[config.mk]
export PLATFORM = sky130hd
export DESIGN_NAME = uart_rx_ext
export DESIGN_NICKNAME = d
export VERILOG_FILES = /design/src/rtl/uart_rx_ext.sv
export SDC_FILE = /design/constraint.sdc
export NUM_CORES = 1
export LEC_CHECK = 0
export CAP_MARGIN = 5
export CORE_MARGIN = 2
export CORE_UTILIZATION = 51
export CTS_CLUSTER_DIAMETER = 40
export CTS_CLUSTER_SIZE = 20
export DETAILED_ROUTE_END_ITERATION = 10
export PLACE_DENSITY = 0.71
export SYNTH_ARGS = -nofsm -noshare
export SYNTH_HDL_FRONTEND = slang
export SYNTH_SLANG_ARGS = --single-unit
[constraint.sdc]
create_clock -name i_Clock -period 1.8 [get_ports i_Clock]
set_input_delay 0.27 -clock i_Clock [delete_from_list [all_inputs] [get_ports i_Clock]]
set_output_delay 0.27 -clock i_Clock [all_outputs]
set_load 0.05 [all_outputs]
[src/rtl/uart_rx_ext.sv]
// uart_rx_ext: parametrised UART receiver with 3-sample majority voting, framing-error and break detection.
// Define UART_RX_PARITY_EN to expect one parity bit after the data bits and report mismatches.
module uart_rx_ext #(
    parameter int unsigned CLKS_PER_BIT = 46,
    parameter int unsigned DATA_BITS    = 8,
    parameter int unsigned STOP_BITS    = 1,
    parameter int unsigned PARITY_ODD   = 0
) (
    input  logic                 i_Clock,
    input  logic                 i_Reset_N,
    input  logic                 i_Rx_Serial,
    output logic                 o_Rx_DV,
    output logic [DATA_BITS-1:0] o_Rx_Byte,
    output logic                 o_Frame_Err,
    output logic                 o_Parity_Err,
    output logic                 o_Break,
    output logic                 o_Busy
);

    localparam int unsigned CNT_W = $clog2(CLKS_PER_BIT);
    localparam int unsigned IDX_W = 4;
    localparam logic [CNT_W-1:0] HALF = CNT_W'((CLKS_PER_BIT - 1) / 2);
    localparam logic [CNT_W-1:0] LAST = CNT_W'(CLKS_PER_BIT - 1);

    if (CLKS_PER_BIT < 8 || CLKS_PER_BIT > 65535) begin : g_bad_cpb
        $error("uart_rx_ext: CLKS_PER_BIT must be 8..65535");
    end
    if (DATA_BITS < 5 || DATA_BITS > 9) begin : g_bad_data
        $error("uart_rx_ext: DATA_BITS must be 5..9");
    end
    if (STOP_BITS < 1 || STOP_BITS > 2) begin : g_bad_stop
        $error("uart_rx_ext: STOP_BITS must be 1 or 2");
    end
    if (PARITY_ODD > 1) begin : g_bad_parity
        $error("uart_rx_ext: PARITY_ODD must be 0 or 1");
    end

    typedef enum logic [2:0] {
        S_IDLE,
        S_START,
        S_DATA,
`ifdef UART_RX_PARITY_EN
        S_PARITY,
`endif
        S_STOP,
        S_WAIT_HIGH
    } state_t;

    state_t               state, state_n;
    logic                 sync1, sync2;
    logic [2:0]           hist;
    logic                 maj;
    logic [CNT_W-1:0]     cnt, cnt_n;
    logic [IDX_W-1:0]     idx, idx_n;
    logic [DATA_BITS-1:0] shreg, shreg_n;
    logic                 ferr, ferr_n;
    logic                 par_low;
    logic                 dv_n, fe_n, brk_n;
    logic [DATA_BITS-1:0] byte_n;
`ifdef UART_RX_PARITY_EN
    logic                 par_bit, par_n;
    logic                 pe_q, pe_n;
`endif

    always_ff @(posedge i_Clock or negedge i_Reset_N) begin
        if (!i_Reset_N) begin
            sync1 <= 1'b1;
            sync2 <= 1'b1;
            hist  <= '1;
        end else begin
            sync1 <= i_Rx_Serial;
            sync2 <= sync1;
            hist  <= {hist[1:0], sync2};
        end
    end

    assign maj = (hist[0] & hist[1]) | (hist[0] & hist[2]) | (hist[1] & hist[2]);

`ifdef UART_RX_PARITY_EN
    assign par_low = ~par_bit;
`else
    assign par_low = 1'b1;
`endif

    always_comb begin
        state_n = state;
        cnt_n   = cnt;
        idx_n   = idx;
        shreg_n = shreg;
        ferr_n  = ferr;
        dv_n    = 1'b0;
        byte_n  = o_Rx_Byte;
        fe_n    = o_Frame_Err;
        brk_n   = o_Break;
`ifdef UART_RX_PARITY_EN
        par_n   = par_bit;
        pe_n    = pe_q;
`endif
        case (state)
            S_IDLE: begin
                if (!sync2) begin
                    cnt_n   = '0;
                    state_n = S_START;
                end
            end
            S_START: begin
                if (cnt == HALF) begin
                    cnt_n   = '0;
                    idx_n   = '0;
                    ferr_n  = 1'b0;
                    state_n = maj ? S_IDLE : S_DATA;
                end else begin
                    cnt_n = cnt + CNT_W'(1);
                end
            end
            S_DATA: begin
                if (cnt == LAST) begin
                    cnt_n   = '0;
                    shreg_n = {maj, shreg[DATA_BITS-1:1]};
                    if (idx == IDX_W'(DATA_BITS - 1)) begin
                        idx_n = '0;
`ifdef UART_RX_PARITY_EN
                        state_n = S_PARITY;
`else
                        state_n = S_STOP;
`endif
                    end else begin
                        idx_n = idx + IDX_W'(1);
                    end
                end else begin
                    cnt_n = cnt + CNT_W'(1);
                end
            end
`ifdef UART_RX_PARITY_EN
            S_PARITY: begin
                if (cnt == LAST) begin
                    cnt_n   = '0;
                    par_n   = maj;
                    state_n = S_STOP;
                end else begin
                    cnt_n = cnt + CNT_W'(1);
                end
            end
`endif
            S_STOP: begin
                if (cnt == LAST) begin
                    cnt_n = '0;
                    if (!maj) ferr_n = 1'b1;
                    // Frame completes at the centre of the last stop bit so IDLE is back before the next start edge.
                    if (idx == IDX_W'(STOP_BITS - 1)) begin
                        dv_n    = 1'b1;
                        byte_n  = shreg;
                        fe_n    = ferr | ~maj;
                        brk_n   = (shreg == '0) & par_low & ~maj;
`ifdef UART_RX_PARITY_EN
                        pe_n    = ((^shreg) ^ par_bit) != 1'(PARITY_ODD);
`endif
                        state_n = brk_n ? S_WAIT_HIGH : S_IDLE;
                    end else begin
                        idx_n = idx + IDX_W'(1);
                    end
                end else begin
                    cnt_n = cnt + CNT_W'(1);
                end
            end
            S_WAIT_HIGH: begin
                if (sync2) state_n = S_IDLE;
            end
            default: state_n = S_IDLE;
        endcase
    end

    always_ff @(posedge i_Clock or negedge i_Reset_N) begin
        if (!i_Reset_N) begin
            state       <= S_IDLE;
            cnt         <= '0;
            idx         <= '0;
            shreg       <= '0;
            ferr        <= 1'b0;
            o_Rx_DV     <= 1'b0;
            o_Rx_Byte   <= '0;
            o_Frame_Err <= 1'b0;
            o_Break     <= 1'b0;
`ifdef UART_RX_PARITY_EN
            par_bit     <= 1'b0;
            pe_q        <= 1'b0;
`endif
        end else begin
            state       <= state_n;
            cnt         <= cnt_n;
            idx         <= idx_n;
            shreg       <= shreg_n;
            ferr        <= ferr_n;
            o_Rx_DV     <= dv_n;
            o_Rx_Byte   <= byte_n;
            o_Frame_Err <= fe_n;
            o_Break     <= brk_n;
`ifdef UART_RX_PARITY_EN
            par_bit     <= par_n;
            pe_q        <= pe_n;
`endif
        end
    end

`ifdef UART_RX_PARITY_EN
    assign o_Parity_Err = pe_q;
`else
    assign o_Parity_Err = 1'b0;
`endif

    assign o_Busy = (state != S_IDLE);

endmodule

==> impl_metrics.env, run 1 <==
export IMPL_outcome="complete, no violations"
export IMPL_vias=1287
export IMPL_viasPerCell=5.60
export IMPL_antenna_cells=0
export IMPL_reg2reg_to="shreg[5]"
export IMPL_p_total_mw=2.18
export IMPL_critical_path_depth=6
export IMPL_ys_seq_area_share_pct=53.2
export IMPL_crit_family="simple AND/OR/NAND/NOR gates"
export IMPL_layout_common_cells="dfrtp_1 (33), mux2_2 (17), buf_4 (11)"
export IMPL_syn_num_nets=162
export IMPL_finalHoldViolations=0
export IMPL_wl_microns=3690
export IMPL_yosysUniqueCellTypes=45
export IMPL_synth_ff_type="dfrtp_1"
export IMPL_p_per_area_nw_per_um2=1000
export IMPL_whs_ns=0.334
export IMPL_gp_congestion=0.841
export IMPL_syn_area_sq_um=1800
export IMPL_cts_tree="done"
export IMPL_end_kind="flop"
export IMPL_slew_headroom_pct=64.7
export IMPL_worst_setup_path_type="reg2reg"
export IMPL_reg2reg_from="cnt[0]"
export IMPL_critPathSlowestCell="dfrtp_1"
export IMPL_leakagePower_nw=1.21
export IMPL_period_share_pct=98.4
export IMPL_final_common_cell="dfrtp_1"
export IMPL_cts_htree_levels=2
export IMPL_place_ws_ns=-0.0249
export IMPL_antenna_found_initial=0
export IMPL_grt_pass1_wl_microns=6510
export IMPL_cp_required_ns=2.03
export IMPL_place_detailed_hpwl_microns=2530
export IMPL_synthTopCellsByArea="dfrtp_1 (46%), mux2_2 (11%), dfstp_2 (7.3%)"
export IMPL_min_path_type="in2reg"
export IMPL_clk_pin_slew_ns=0.10
export IMPL_ctsRootBufferMaster="clkbuf_4"
export IMPL_drive_gt1_share_pct=29.3
export IMPL_cts_sinks=38
export IMPL_clkLatencyLatePin_ns=0.34
export IMPL_grt_max_degree=39
export IMPL_ys_seq_elements=38
export IMPL_min_period_ns=1.77
export IMPL_crit_chain="ha_1 > and4b_2 > nand2_4 > nor3_4 > buf_6 > mux2_2"
export IMPL_rsz0062_at_grt="true"
export IMPL_cp_max_fo=7
export IMPL_final_core_util_pct=64.6
export IMPL_rows=21
export IMPL_startpoint="cnt[0]"
export IMPL_peakVddDrop_uv=527
export IMPL_worstMarginPinSlew_ns=0.531
export IMPL_startpoint_type="flop"
export IMPL_drt_first_pass_iters=4
export IMPL_grt_pass1_vias=1366
export IMPL_critPathMaxStageDelay_ns=0.42
export IMPL_fin_skew_ns=0.00864
export IMPL_cts_buffers=5
export IMPL_clockBufferDepth=2
export IMPL_synth_edf_count=0
export IMPL_syn2layout_area_growth_pct=20.7
export IMPL_die_y_microns=63.4
export IMPL_r2r_cells=6
export IMPL_drc=0
export IMPL_port_buffers=14
export IMPL_cp_num_buf_inv=1
export IMPL_cp_endpoint="shreg[5]"
export IMPL_grtUsageTotal_pct=21.0
export IMPL_grt_remaining_overflow=0
export IMPL_setup_ws_ns=0.0282
export IMPL_wire_per_inst_microns=16.0
export IMPL_fp_dieW_microns=63.4
export IMPL_synthArstFlopShare_pct=100
export IMPL_core_area_sq_um=3360
export IMPL_initial_core_util_pct=53.5
export IMPL_slew_violations=0
export IMPL_synth_top_area_share_pct=45.9
export IMPL_ys_warn_count=0
export IMPL_die_area_sq_um=4020
export IMPL_synth_area_per_cell_sq_um=11.7
export IMPL_final_antenna_net_count=0
export IMPL_fin_nets=191
export IMPL_critPathArrivalTime_ns=2.00
export IMPL_drt_iter0_drc=68
export IMPL_io_pins=16
export IMPL_synth_top_area_cell="dfrtp_1"
export IMPL_max_cap_violations=0
export IMPL_synthCells=154
export IMPL_finalSetupTns_ns=0
export IMPL_r2r_slack_ns=0.03
export IMPL_n_fill_cell=283
export IMPL_max_freq_mhz=564
export IMPL_setup_violations=0
## cell usage after synthesis, drive strengths merged (3+ instances only)
cell type and n:
nand3 6, o21ai 10, nor2 4, buf 3, mux2 17, dfstp 5
a21oi 7, dfrtp 33, inv 7, ha 5, nor2b 6, nand2 10
or4 3
## routing by layer
metal,up-vias,part of all wire [%],GRT usage (%)
met5,-,0,0
met4,0,1.7,8.97
met3,8,3.9,5.36
met2,26,50,32.5
met1,636,44,28.0
li1,617,-,-
## worst min path at each step
stage / from / endpoint / cells after the start
finish: i_Rx_Serial / sync1 / 1
global route: i_Rx_Serial / sync1 / 1
CTS: i_Rx_Serial / sync1 / 1
detailed placement: i_Reset_N / state[0] / 2
global placement: i_Reset_N / state[0] / 2
floorplan: i_Reset_N / cnt[0] / 0
## flip-flops by register name, summed over array words and instances (netlist names)
name         count
sync2            1
o_Rx_Byte        8
o_Break          1
state            3
sync1            1
ferr             1
idx              4
hist             3
o_Rx_DV          1
shreg            8
o_Frame_Err      1
cnt              6
## layout make-up
type	instances	area, sq um	area share (%)
clock buffer	6	51.3	2.36
clock inverter	2	12.5	0.576
inverter	7	26.3	1.21
multi-input combinational	104	812	37.4
sequential	38	957	44.0
tap	46	57.6	2.65
timing repair buffer	27	256	11.8
## what timing repair did
item	4_1_cts	5_1_grt
endpoints found under the hold margin	33	0
hold buffers	1	0
buffers inserted	3	1
pin swaps	1	1
resized for setup	5	12
setup endpoints to repair	11	19
## kinds of logic after synthesis
kind of cell / share of synthesized area [%]
flip-flops: 53.2
AO/OA/AOI/OAI: 12.3
AND/OR/NAND/NOR: 15.1
XOR/XNOR: 0.487
multiplexers: 11.7
other: 0.208
adder cells (fa/ha/maj): 4.03
buffers and inverters: 2.92
## metrics by stage
stage	instances	area, sq um
global placement	217	2020
global route	230	2170
detailed placement	217	2020
floorplan	154	1800
finish	230	2170
CTS	229	2120
## power by group
group / internal [mW] / total [mW] / switching (mW)
sequential: 0.920 / 0.989 / 0.0690
combinational: 0.279 / 0.723 / 0.443
clock: 0.188 / 0.468 / 0.280
total: 1.39 / 2.18 / 0.792
(Power assumes the default switching activity.)
==> run 2, diff against run 1 <==
--- a/config.mk
+++ b/config.mk
@@ -5,13 +5,14 @@
 export SDC_FILE = /design/constraint.sdc
 export NUM_CORES = 1
 export LEC_CHECK = 0
+export ABC_CLOCK_PERIOD_IN_PS = 1800
 export CAP_MARGIN = 5
 export CORE_MARGIN = 2
 export CORE_UTILIZATION = 51
 export CTS_CLUSTER_DIAMETER = 40
 export CTS_CLUSTER_SIZE = 20
 export DETAILED_ROUTE_END_ITERATION = 10
-export PLACE_DENSITY = 0.71
+export PLACE_DENSITY = 0.83
 export SYNTH_ARGS = -nofsm -noshare
 export SYNTH_HDL_FRONTEND = slang
 export SYNTH_SLANG_ARGS = --single-unit
==> run 2 against run 1 <==
Effect of this change:
- maximum frequency up 3.1%
- final cell count decreased by 0.43%
- combinational power shrank 4.3%
- cell area down 0.92%
- setup slack better by 0.054 ns
- total power decreased by 0.99%
- clock skew down 0.0027 ns
- global-route usage down 0.73 points
- critical path type unchanged
- critical endpoint is now cnt[5]
- largest cell class unchanged
- largest power group unchanged
==> impl_metrics.env, run 2 (synthesis gave the netlist of run 1 again) <==
export IMPL_syn2layout_area_growth_pct=19.6
export IMPL_viasPerCell=5.68
export IMPL_slew_headroom_pct=65.1
export IMPL_reg2reg_from="cnt[1]"
export IMPL_final_core_util_pct=64.0
export IMPL_p_clk_share_pct=22.0
export IMPL_grt_pass1_vias=1331
export IMPL_fp_dieW_microns=63.4
export IMPL_grt_use_met1_pct=25.2
export IMPL_drive_gt1_share_pct=29.5
export IMPL_rows=21
export IMPL_clockBufferDepth=2
export IMPL_layout_common_cells="dfrtp_1 (33), mux2_2 (17), buf_4 (11)"
export IMPL_reg2reg_to="cnt[5]"
export IMPL_core_area_sq_um=3360
export IMPL_cts_buffers=5
export IMPL_clk_pin_slew_ns=0.12
export IMPL_critPathSlowestCell="dfrtp_1"
export IMPL_switching_share_pct=36.6
export IMPL_gp_congestion=0.859
export IMPL_drt_iter0_drc=132
export IMPL_min_path_type="in2reg"
export IMPL_fin_nets=190
export IMPL_slew_violations=0
export IMPL_busiest_layer="met2"
export IMPL_fin_skew_ns=0.00598
export IMPL_drc=0
export IMPL_finalHoldViolations=0
export IMPL_peakVddDrop_uv=630
export IMPL_outcome="complete, no violations"
export IMPL_wl_microns=3640
export IMPL_max_freq_mhz=582
export IMPL_r2r_cells=6
export IMPL_initial_core_util_pct=53.5
export IMPL_hold_path_depth=1
export IMPL_fin_cells=229
export IMPL_grt_max_degree=39
export IMPL_vias=1301
export IMPL_antenna_cells=0
export IMPL_end_kind="flop"
export IMPL_critPathMaxStageDelay_ns=0.39
export IMPL_combPwrFrac_pct=32.1
export IMPL_io_pins=16
export IMPL_use_met3_pct=6.79
export IMPL_met2_usage_pct=32.2
export IMPL_place_detailed_hpwl_microns=2470
export IMPL_grt_pass1_wl_microns=6240
export IMPL_p_per_area_nw_per_um2=1000
export IMPL_cts_sinks=38
export IMPL_wire_per_inst_microns=15.9
export IMPL_grtUsageTotal_pct=20.2
export IMPL_startpoint_type="flop"
export IMPL_cts_htree_levels=2
export IMPL_crit_chain="buf_4 > ha_1 > and4bb_2 > a21oi_4 > o21bai_2 > o311ai_2"
export IMPL_cts_tree="done"
export IMPL_hold_start="i_Rx_Serial"
export IMPL_die_area_sq_um=4020
export IMPL_period_share_pct=95.4
export IMPL_final_antenna_net_count=0
export IMPL_cp_required_ns=2.06
export IMPL_p_seq_share_pct=45.9
export IMPL_clkLatencyLatePin_ns=0.35
export IMPL_worstHoldEndpoint="sync1"
export IMPL_finalSetupTns_ns=0
export IMPL_max_cap_violations=0
export IMPL_leakagePower_nw=1.18
export IMPL_critPathArrivalTime_ns=1.98
export IMPL_placed_cells=217
export IMPL_netSwitchingPower_uw=788
export IMPL_worst_setup_path_type="reg2reg"
export IMPL_antenna_found_initial=0
export IMPL_intPower_mw=1.37
export IMPL_drt_first_pass_iters=4
export IMPL_rsz0062_at_grt="false"
export IMPL_setup_violations=0
export IMPL_ctsRootBufferMaster="clkbuf_4"
export IMPL_cp_max_fo=6
export IMPL_largestRegisters="o_Rx_Byte: 8 flops, shreg: 8 flops, cnt: 6 flops"
export IMPL_r2r_slack_ns=0.08
export IMPL_grt_remaining_overflow=0
export IMPL_die_y_microns=63.4
export IMPL_port_buffers=14
export IMPL_final_common_cell="dfrtp_1"
export IMPL_dpl_cell_area_sq_um=2020
export IMPL_final_area_sq_um=2150
export IMPL_worstMarginPinSlew_ns=0.522
export IMPL_min_period_ns=1.72
==> run 2: cell types whose count changed in the layout (fill, tap and decap cells not counted) <==
cell / delta
dlymetal6s2s_1: -1
buf_6: -1
a21oi_4: -1
o311ai_1: -1
dlygate4sd2_1: +1
o311ai_2: +1
nand2_4: -1
nand2_2: +1
a21oi_2: +1
==> run 2: power groups by stage <==
stage | clock network (mW) | logic (mW) | registers [mW]
final | 0.475 | 0.692 | 0.991
after global routing | 0.530 | 0.756 | 1.00
after CTS | 0.484 | 0.666 | 0.988
after detailed placement | 0 | 0.646 | 1.00
after global placement | 0 | 0.628 | 1.00
after floorplan | 0 | 0.453 | 0.992
==> run 2: final cells by class <==
class                           count  area [sq um]
Fill cell                         290          1210
Sequential cell                    38           957
Multi-Input combinational cell    104           807
Timing Repair Buffer               26           241
Tap cell                           46          57.6
Clock buffer                        6          51.3
Inverter                            7          26.3
Clock inverter                      2          12.5
==> run 2: how the worst max path moves through the flow <==
| stage | startpoint | end | slack (ns) |
|---|---|---|---|
| finish | cnt[1] | cnt[5] | 0.08 |
| global route | cnt[0] | cnt[5] | 0.002 |
| global placement | cnt[1] | shreg[3] | 0.07 |
| CTS | o_Rx_Byte[7] | o_Rx_Byte[7] | 0.0005 |
| detailed placement | cnt[1] | shreg[0] | 0.004 |
| floorplan | cnt[1] | shreg[0] | 0.1 |
==> run 2: routing by layer <==
layer  wire length [microns]  part of all wire (%)
met5                       0                     0
met4                      72                   2.0
met3                     178                   4.9
met2                    1750                    48
met1                    1640                    45
==> run 2: timing repair <==
action	CTS	global route
pin swaps	1	3
gates resized for setup	5	10
setup endpoints to repair	7	16
hold buffers	1	0
buffers inserted	2	1
hold endpoints to repair	33	0
==> run 2: critical path, delay by kind of cell (launching register included) <==
| kind | cells | cell delay (ns) |
|---|---|---|
| and+or+nand+nor | 1 | 0.26 |
| buffers and inverters | 1 | 0.15 |
| adders and majority gates | 1 | 0.17 |
| DFF | 1 | 0.39 |
| AOI/OAI and AO/OA | 3 | 0.66 |
==> run 2: per-stage QoR <==
step                worst slack (ns)  hold slack, ns  power (mW)
floorplan                     0.0971         -0.0256        1.44
global placement              0.0704           0.336        1.63
detailed placement           0.00434           0.345        1.65
CTS                         0.000525           0.318        2.14
global route                 0.00160           0.310        2.29
finish                        0.0820           0.321        2.16
